===== config.mk =====
export PLATFORM = sky130hd
export DESIGN_NAME = sqrt_stream_ctrl
export DESIGN_NICKNAME = d
export VERILOG_FILES = /design/src/rtl/sqrt_stream_ctrl.sv
export SDC_FILE = /design/constraint.sdc
export NUM_CORES = 1
export LEC_CHECK = 0
export CORE_UTILIZATION = 57
export CTS_CLUSTER_SIZE = 40
export DETAILED_ROUTE_END_ITERATION = 16
export GPL_TIMING_DRIVEN = 0
export MAX_ROUTING_LAYER = met4
export PLACE_DENSITY = 0.83
export SLEW_MARGIN = 40
export SYNTH_ARGS = -nofsm -noshare
export SYNTH_HDL_FRONTEND = slang
export SYNTH_SLANG_ARGS = --single-unit

===== constraint.sdc =====
create_clock -name clk -period 3.8 [get_ports clk]
set_input_delay 0.38 -clock clk [delete_from_list [all_inputs] [get_ports clk]]
set_output_delay 0.38 -clock clk [all_outputs]
set_load 0.005 [all_outputs]

===== src/rtl/sqrt_stream_ctrl.sv =====
// rtl/sqrt_stream_ctrl.sv - stochastic square-root job sequencer with embedded JK sqrt cell
// One operand in, one ones-count out; both LFSRs restart from their seeds on every job.
module sqrt_stream_ctrl #(
    parameter int               WIDTH  = 8,
    parameter int               WARM   = 4,
    parameter logic [WIDTH-1:0] SEED_D = WIDTH'('h5A),
    parameter logic [WIDTH-1:0] SEED_S = WIDTH'('hC3)
) (
    input  logic             clk,
    input  logic             rst,
    input  logic             in_valid,
    output logic             in_ready,
    input  logic [WIDTH-1:0] in_data,
    output logic             out_valid,
    input  logic             out_ready,
    output logic [WIDTH-1:0] out_data,
    output logic             busy
);

    localparam int CW = (WIDTH > 8) ? WIDTH : 8;

    // Primitive-polynomial feedback masks, bit t-1 set for tap t.
    function automatic logic [15:0] tap_table(input int w);
        case (w)
            4:       return 16'h000C;
            5:       return 16'h0014;
            6:       return 16'h0030;
            7:       return 16'h0060;
            8:       return 16'h00B8;
            9:       return 16'h0110;
            10:      return 16'h0240;
            11:      return 16'h0500;
            12:      return 16'h0E08;
            13:      return 16'h1C80;
            14:      return 16'h3802;
            15:      return 16'h6000;
            default: return 16'hD008;
        endcase
    endfunction

    localparam logic [15:0]      TAPS16    = tap_table(WIDTH);
    localparam logic [WIDTH-1:0] TAPS      = TAPS16[WIDTH-1:0];
    localparam logic [CW-1:0]    RUN_LAST  = CW'((1 << WIDTH) - 2);
    localparam logic [CW-1:0]    WARM_LAST = CW'(WARM - 1);

    typedef enum logic [1:0] {IDLE, WARMUP, RUN, DONE} state_t;

    state_t           state;
    logic [WIDTH-1:0] x_reg;
    logic [WIDTH-1:0] lfsr_d;
    logic [WIDTH-1:0] lfsr_s;
    logic [WIDTH-1:0] ones_cnt;
    logic [CW-1:0]    cnt;
    logic             jk;

    logic             s_in;
    logic             sel;
    logic             o;
    logic             jk_next;
    logic [WIDTH-1:0] lfsr_d_next;
    logic [WIDTH-1:0] lfsr_s_next;

    always_comb begin
        s_in        = (x_reg >= lfsr_d);
        sel         = lfsr_s[0];
        o           = sel ? s_in : jk;
        jk_next     = o ? ~jk : 1'b1;
        lfsr_d_next = {lfsr_d[WIDTH-2:0], ^(lfsr_d & TAPS)};
        lfsr_s_next = {lfsr_s[WIDTH-2:0], ^(lfsr_s & TAPS)};
    end

    always_ff @(posedge clk) begin
        if (rst) begin
            state     <= IDLE;
            in_ready  <= 1'b1;
            out_valid <= 1'b0;
            out_data  <= '0;
            busy      <= 1'b0;
            x_reg     <= '0;
            jk        <= 1'b0;
            ones_cnt  <= '0;
            cnt       <= '0;
            lfsr_d    <= SEED_D;
            lfsr_s    <= SEED_S;
        end else begin
            case (state)
                IDLE: begin
                    if (in_valid) begin
                        x_reg    <= in_data;
                        jk       <= 1'b0;
                        ones_cnt <= '0;
                        cnt      <= '0;
                        lfsr_d   <= SEED_D;
                        lfsr_s   <= SEED_S;
                        in_ready <= 1'b0;
                        busy     <= 1'b1;
                        state    <= (WARM == 0) ? RUN : WARMUP;
                    end
                end
                WARMUP: begin
                    jk     <= jk_next;
                    lfsr_d <= lfsr_d_next;
                    lfsr_s <= lfsr_s_next;
                    if (cnt == WARM_LAST) begin
                        cnt   <= '0;
                        state <= RUN;
                    end else begin
                        cnt <= cnt + 1'b1;
                    end
                end
                RUN: begin
                    jk       <= jk_next;
                    lfsr_d   <= lfsr_d_next;
                    lfsr_s   <= lfsr_s_next;
                    ones_cnt <= ones_cnt + WIDTH'(o);
                    if (cnt == RUN_LAST) begin
                        // Final count includes this cycle's cell output.
                        out_data  <= ones_cnt + WIDTH'(o);
                        out_valid <= 1'b1;
                        busy      <= 1'b0;
                        cnt       <= '0;
                        state     <= DONE;
                    end else begin
                        cnt <= cnt + 1'b1;
                    end
                end
                DONE: begin
                    if (out_ready) begin
                        out_valid <= 1'b0;
                        in_ready  <= 1'b1;
                        state     <= IDLE;
                    end
                end
                default: state <= IDLE;
            endcase
        end
    end

endmodule


Word level (Yosys, flattened, before mapping)
Cells that the tools add are included.
{ "word_totals": {"ff_bits": 54, "word_cells": 68, "inputBits": 12} }
{ "op_classes": {"muxes": 26, "eq_ne": 9, "n_addsub": 2, "n_bitwise": 1, "reduce_logical": 18, "magnitude_cmp": 1} }
{ "ops": {"columns": ["op", "n"], "rows": [
  ["8-bit one-hot mux with 2 select lines", 3],
  ["8-bit 2-to-1 mux", 5],
  ["8-bit one-hot mux with 3 select lines", 1],
  ["8-bit parity", 2],
  ["2-bit AND reduction", 5],
  ["3-bit AND reduction", 3],
  ["8-bit by 1-bit adder with 8-bit output", 1],
  ["8-bit by 1-bit adder with 8-bit output, second input constant", 1],
  ["8-bit by 2-bit == test with 1-bit output, second input constant", 1],
  ["8-bit == test, second input constant", 1],
  ["8-bit >= comparator", 1],
  ["1-bit 2-to-1 mux", 8],
  ["2-bit 2-to-1 mux", 4],
  ["2-bit inequality test, second input constant", 4],
  ["1-bit one-hot mux with 2 select lines", 4],
  ["2-bit one-hot mux with 4 select lines", 1],
  ["2-bit nonzero test", 4],
  ["2-bit == test, second input constant", 2],
  ["4-bit AND reduction", 1],
  ["3-bit nonzero test", 1],
  ["2-bit by 1-bit == test with 1-bit output, second input constant", 1],
  ["2-bit zero test", 1],
  ["2-bit OR reduction", 1],
  ["1-bit NOT", 1]
]} }

Depth between registers and ports, before layout
{ "depth": {"ltp_word": 4, "ltp_mapped": 14} }

Worst setup path before layout
Ideal clock, no wire load.
{ "synth_path": {"kind": "register -> register", "start": "reg x_reg[0]", "end": "reg ones_cnt[6]", "slack_ns": 1.115, "arrival_time_ns": 2.558, "stages_incl_launch_ff": 15, "setup_ns": 0.128, "cell_sequence": "dfxtp_1 -> inv_1 -> ha_1 -> nand2b_1 -> a21o_1 -> a2111oi_0 -> nor2_1 -> o22a_1 -> ha_1 -> ha_1 -> nand3_1 -> nor2_1 -> xor2_1 -> a22oi_1 -> nor2_1"} }
{ "synth_between": {"elab_chain_cells": 4} }
{ "synth_rtl": {"columns": ["element", "line_no", "rtl"], "rows": [
  ["start: declaration", "49", "logic [WIDTH-1:0] x_reg;"],
  ["start signal: assignment", "89", "x_reg <= in_data;"],
  ["8-bit >= comparator", "64", "s_in = (x_reg >= lfsr_d);"],
  ["1-bit 2-to-1 mux", "66", "o = sel ? s_in : jk;"],
  ["8-bit by 1-bit adder with 8-bit output", "115", "ones_cnt <= ones_cnt + WIDTH'(o);"],
  ["8-bit one-hot mux with 2 select lines", "86", "case (state)"],
  ["end signal: assignment", "115", null],
  ["end: declaration", "52", "logic [WIDTH-1:0] ones_cnt;"]
]} }
Every way passes these cells.
A chain may end at the register's enable or synchronous reset.

Final worst setup path
Same ends and word-level chain as after synthesis.

==> impl_metrics.yaml <==
timing:
  fmax_mhz: 334.3
  finalCriticalPeriod_ps: 2991
  drv_slew: 0
  whs_ps: 467.3
  setup_viol: 0
  tightest_slew_ps: 623.3
  grt_setup_unrepaired: "no"
  fin_tns_setup_ps: 0
  skew_ps: 5.717
  maxSlewHeadroom: 0.5817
  finalHoldViolations: 0
  fin_crit_sh: 0.7872
setup_path:
  worst_setup_path_end_kind: "flop"
  critPathTopFamily: "compound AO/OA/AOI/OAI gates"
  critPathRequiredTime_ps: 3980
  critPathKind: "flop to flop"
  crit_fanout: 4
  crit_chain: "inv_1 -> ha_1 -> nand2b_1 -> a21o_1 -> a2111oi_0 -> nor2_1 -> o22a_1 -> ha_1 -> ha_1 -> nand3_1 -> nor2_1 -> xor2_1 -> a22oi_1 -> nor2_1"
  cp-start-kind: "flop"
  crit_buf_inv: 1
  cp_slowest_cell: "a2111oi_0"
  critical_path.max_stage_delay_ps: 520
  cp.arrival_ps: 3170
synthesis:
  synth_top_area_share: 0.4148
  ys_seq_area_frac: 0.4148
  synth_common_cells: "dfxtp_1 (54), nor2_1 (35), nand2_1 (24)"
  synth-async-reset-ratio: 0
  synth_top_cell_by_area: "dfxtp_1"
  syn-num-nets: 325
  synth_seq_cells: 54
  synth_ff_type: "dfxtp_1"
  netlist_area_mm2: 0.002606
  synth_edf_count: 0
  yosys_warnings: 0
  synth_cell_types: 43
  synthCells: 296
  synthTopCellsByArea: "dfxtp_1 (41%), ha_1 (8.2%), nor2_1 (5.0%)"
  yosysMostFrequentCell: "dfxtp_1"
  synth.avg_cell_area_um2: 8.805
floorplanning:
  start_util: 0.5945
  fp.coreArea_mm2: 0.004384
  rows: 24
  die_x_um: 69.62
  pin_count: 23
  die_h_um: 69.62
  dieArea_mm2: 0.004847
grt:
  grt_use_total: 0.2411
  globalRoute.totalOverflow: 0
  antenna_found_initial: 0
  grt_pass1_wl_um: 9197
  grt_pass1_vias: 2075
  grt_max_degree: 16
drt:
  wl_per_cell_um: 14.23
  drtIter0Drc: 119
  drc: 0
  final_antenna_net_count: 0
  drt-total-wl_um: 5352
  viasPerCell: 5.902
  drt_first_pass_iters: 4
  num_vias: 2219
final_layout:
  antenna-diode-count: 0
  layout-drive-gt1-share: 0.04938
  fillCellCount: 362
  syn_to_final_growth_pct: 15.03
  layout.nets: 353
flow_run:
  maxCapViolCount: 0
placed_design:
  gp_congestion: 0.8537
  hpwl_um: 3816
  io_buffers: 21
power_and_ir_drop:
  clkPwrFrac: 0.222
  internal-power_mw: 1.119
  switchingPower_mw: 0.6346
  powerDensity_mw_per_mm2: 584.8
  p_leak_nw: 1.177
  comb_power_share: 0.369
  ir_drop_uv: 323.4
  switching_share: 0.3619
  seqPwrFrac: 0.409
clock_tree:
  cts_sinks: 54
  cts_root_buffer: "clkbuf_8"
  htreeDepth: 2
  insertion_delay_ps: 300
  cts-hold-fix-buffers: 0
  post_cts_resized: 0
  post-cts-setup-buffers: 0
  tritoncts: "yes"
  numCtsBuffers: 5
  clk_pin_slew_worst_paths_ps: 90
  clockBufferDepth: 2
min_path:
  min_path_type: "flop to flop"
status:
  status: "complete, no violations"
-- cell type report --
cell class	count	area, um2	share of cell area
well taps	52	65.06	0.02170
multi-input cells	213	1411	0.4708
repair buffers	21	210.2	0.07012
clock inverters	1	30.03	0.01002
plain buffers	14	61.31	0.02045
clock buffers	6	82.58	0.02755
inverters	15	56.30	0.01878
flip-flops and latches	54	1081	0.3606
-- layer usage --
layer  up-vias  global-route usage  part of all wire
met1      1068              0.3061              0.47
met2        43              0.3851              0.48
met4         0             0.08222             0.021
met5         -                   -                 0
li1       1098                   -                 -
met3        10             0.04797             0.031
-- cell families (layout without fill, tap and decap cells) --
group	count (synthesis)	in the layout	share of synthesized area
AO/OA/AOI/OAI	76	76	0.2060
AND/OR/NAND/NOR	100	100	0.1820
multiplexers	7	7	0.02689
XOR/XNOR	13	13	0.04369
flip-flops	54	54	0.4148
adder cells (fa/ha/maj)	17	17	0.08161
buffers and inverters	29	57	0.04512
-- tightest hold or removal path, stage by stage, from the launching register on --
cell and delay, ps:
dfxtp_1 320, nand2_1 50, a21oi_1 50
-- layout by cell type, fill, tap and decap left out, types with 3 or more instances in the layout --
cell and instances:
o21ai_0 5, nand3_1 10, clkbuf_8 6, nor2_1 35
ha_1 17, xnor2_1 6, a31oi_1 4, mux2i_1 7
o22ai_1 8, xor2_1 7, clkdlybuf4s50_1 21, inv_1 15
nor3_1 5, a211oi_1 4, clkbuf_1 11, nand2_1 24
a21oi_1 19, nand2b_1 11, nor2b_1 4, dfxtp_1 54
nand4_1 3, a22oi_1 14
-- per-stage QoR --
stage | util | std cells | power, mW | worst slack, ps | instance area [um2]
2_1_floorplan | - | 296 | 1.203 | 1115 | 2606
3_3_place_gp | 0.6572 | 369 | 1.346 | 810.7 | 2882
3_5_place_dp | 0.6572 | 369 | 1.366 | 811.1 | 2882
4_1_cts | 0.6829 | 376 | 1.755 | 787.0 | 2994
5_1_grt | 0.6838 | 376 | 1.872 | 559.9 | 2998
6_report | 0.6838 | 376 | 1.753 | 808.6 | 2998
-- power by group through the flow --
stage	Combinational (mW)	Sequential, mW	Clock [mW]
3_3_place_gp	0.620	0.726	0
6_report	0.647	0.718	0.389
4_1_cts	0.643	0.717	0.395
5_1_grt	0.722	0.731	0.419
2_1_floorplan	0.489	0.714	0
3_5_place_dp	0.636	0.730	0
-- worst paths after layout --
path                            startpoint  slack [ps]  cells after the start          end
worst min register to register    x_reg[7]         470                      2     x_reg[7]
worst max register to register    x_reg[0]         810                     14  ones_cnt[6]
worst min-delay path              x_reg[7]         470                      2     x_reg[7]
worst max-delay path              x_reg[0]         810                     14  ones_cnt[6]
Note: power is estimated with default switching activity, not from simulation.
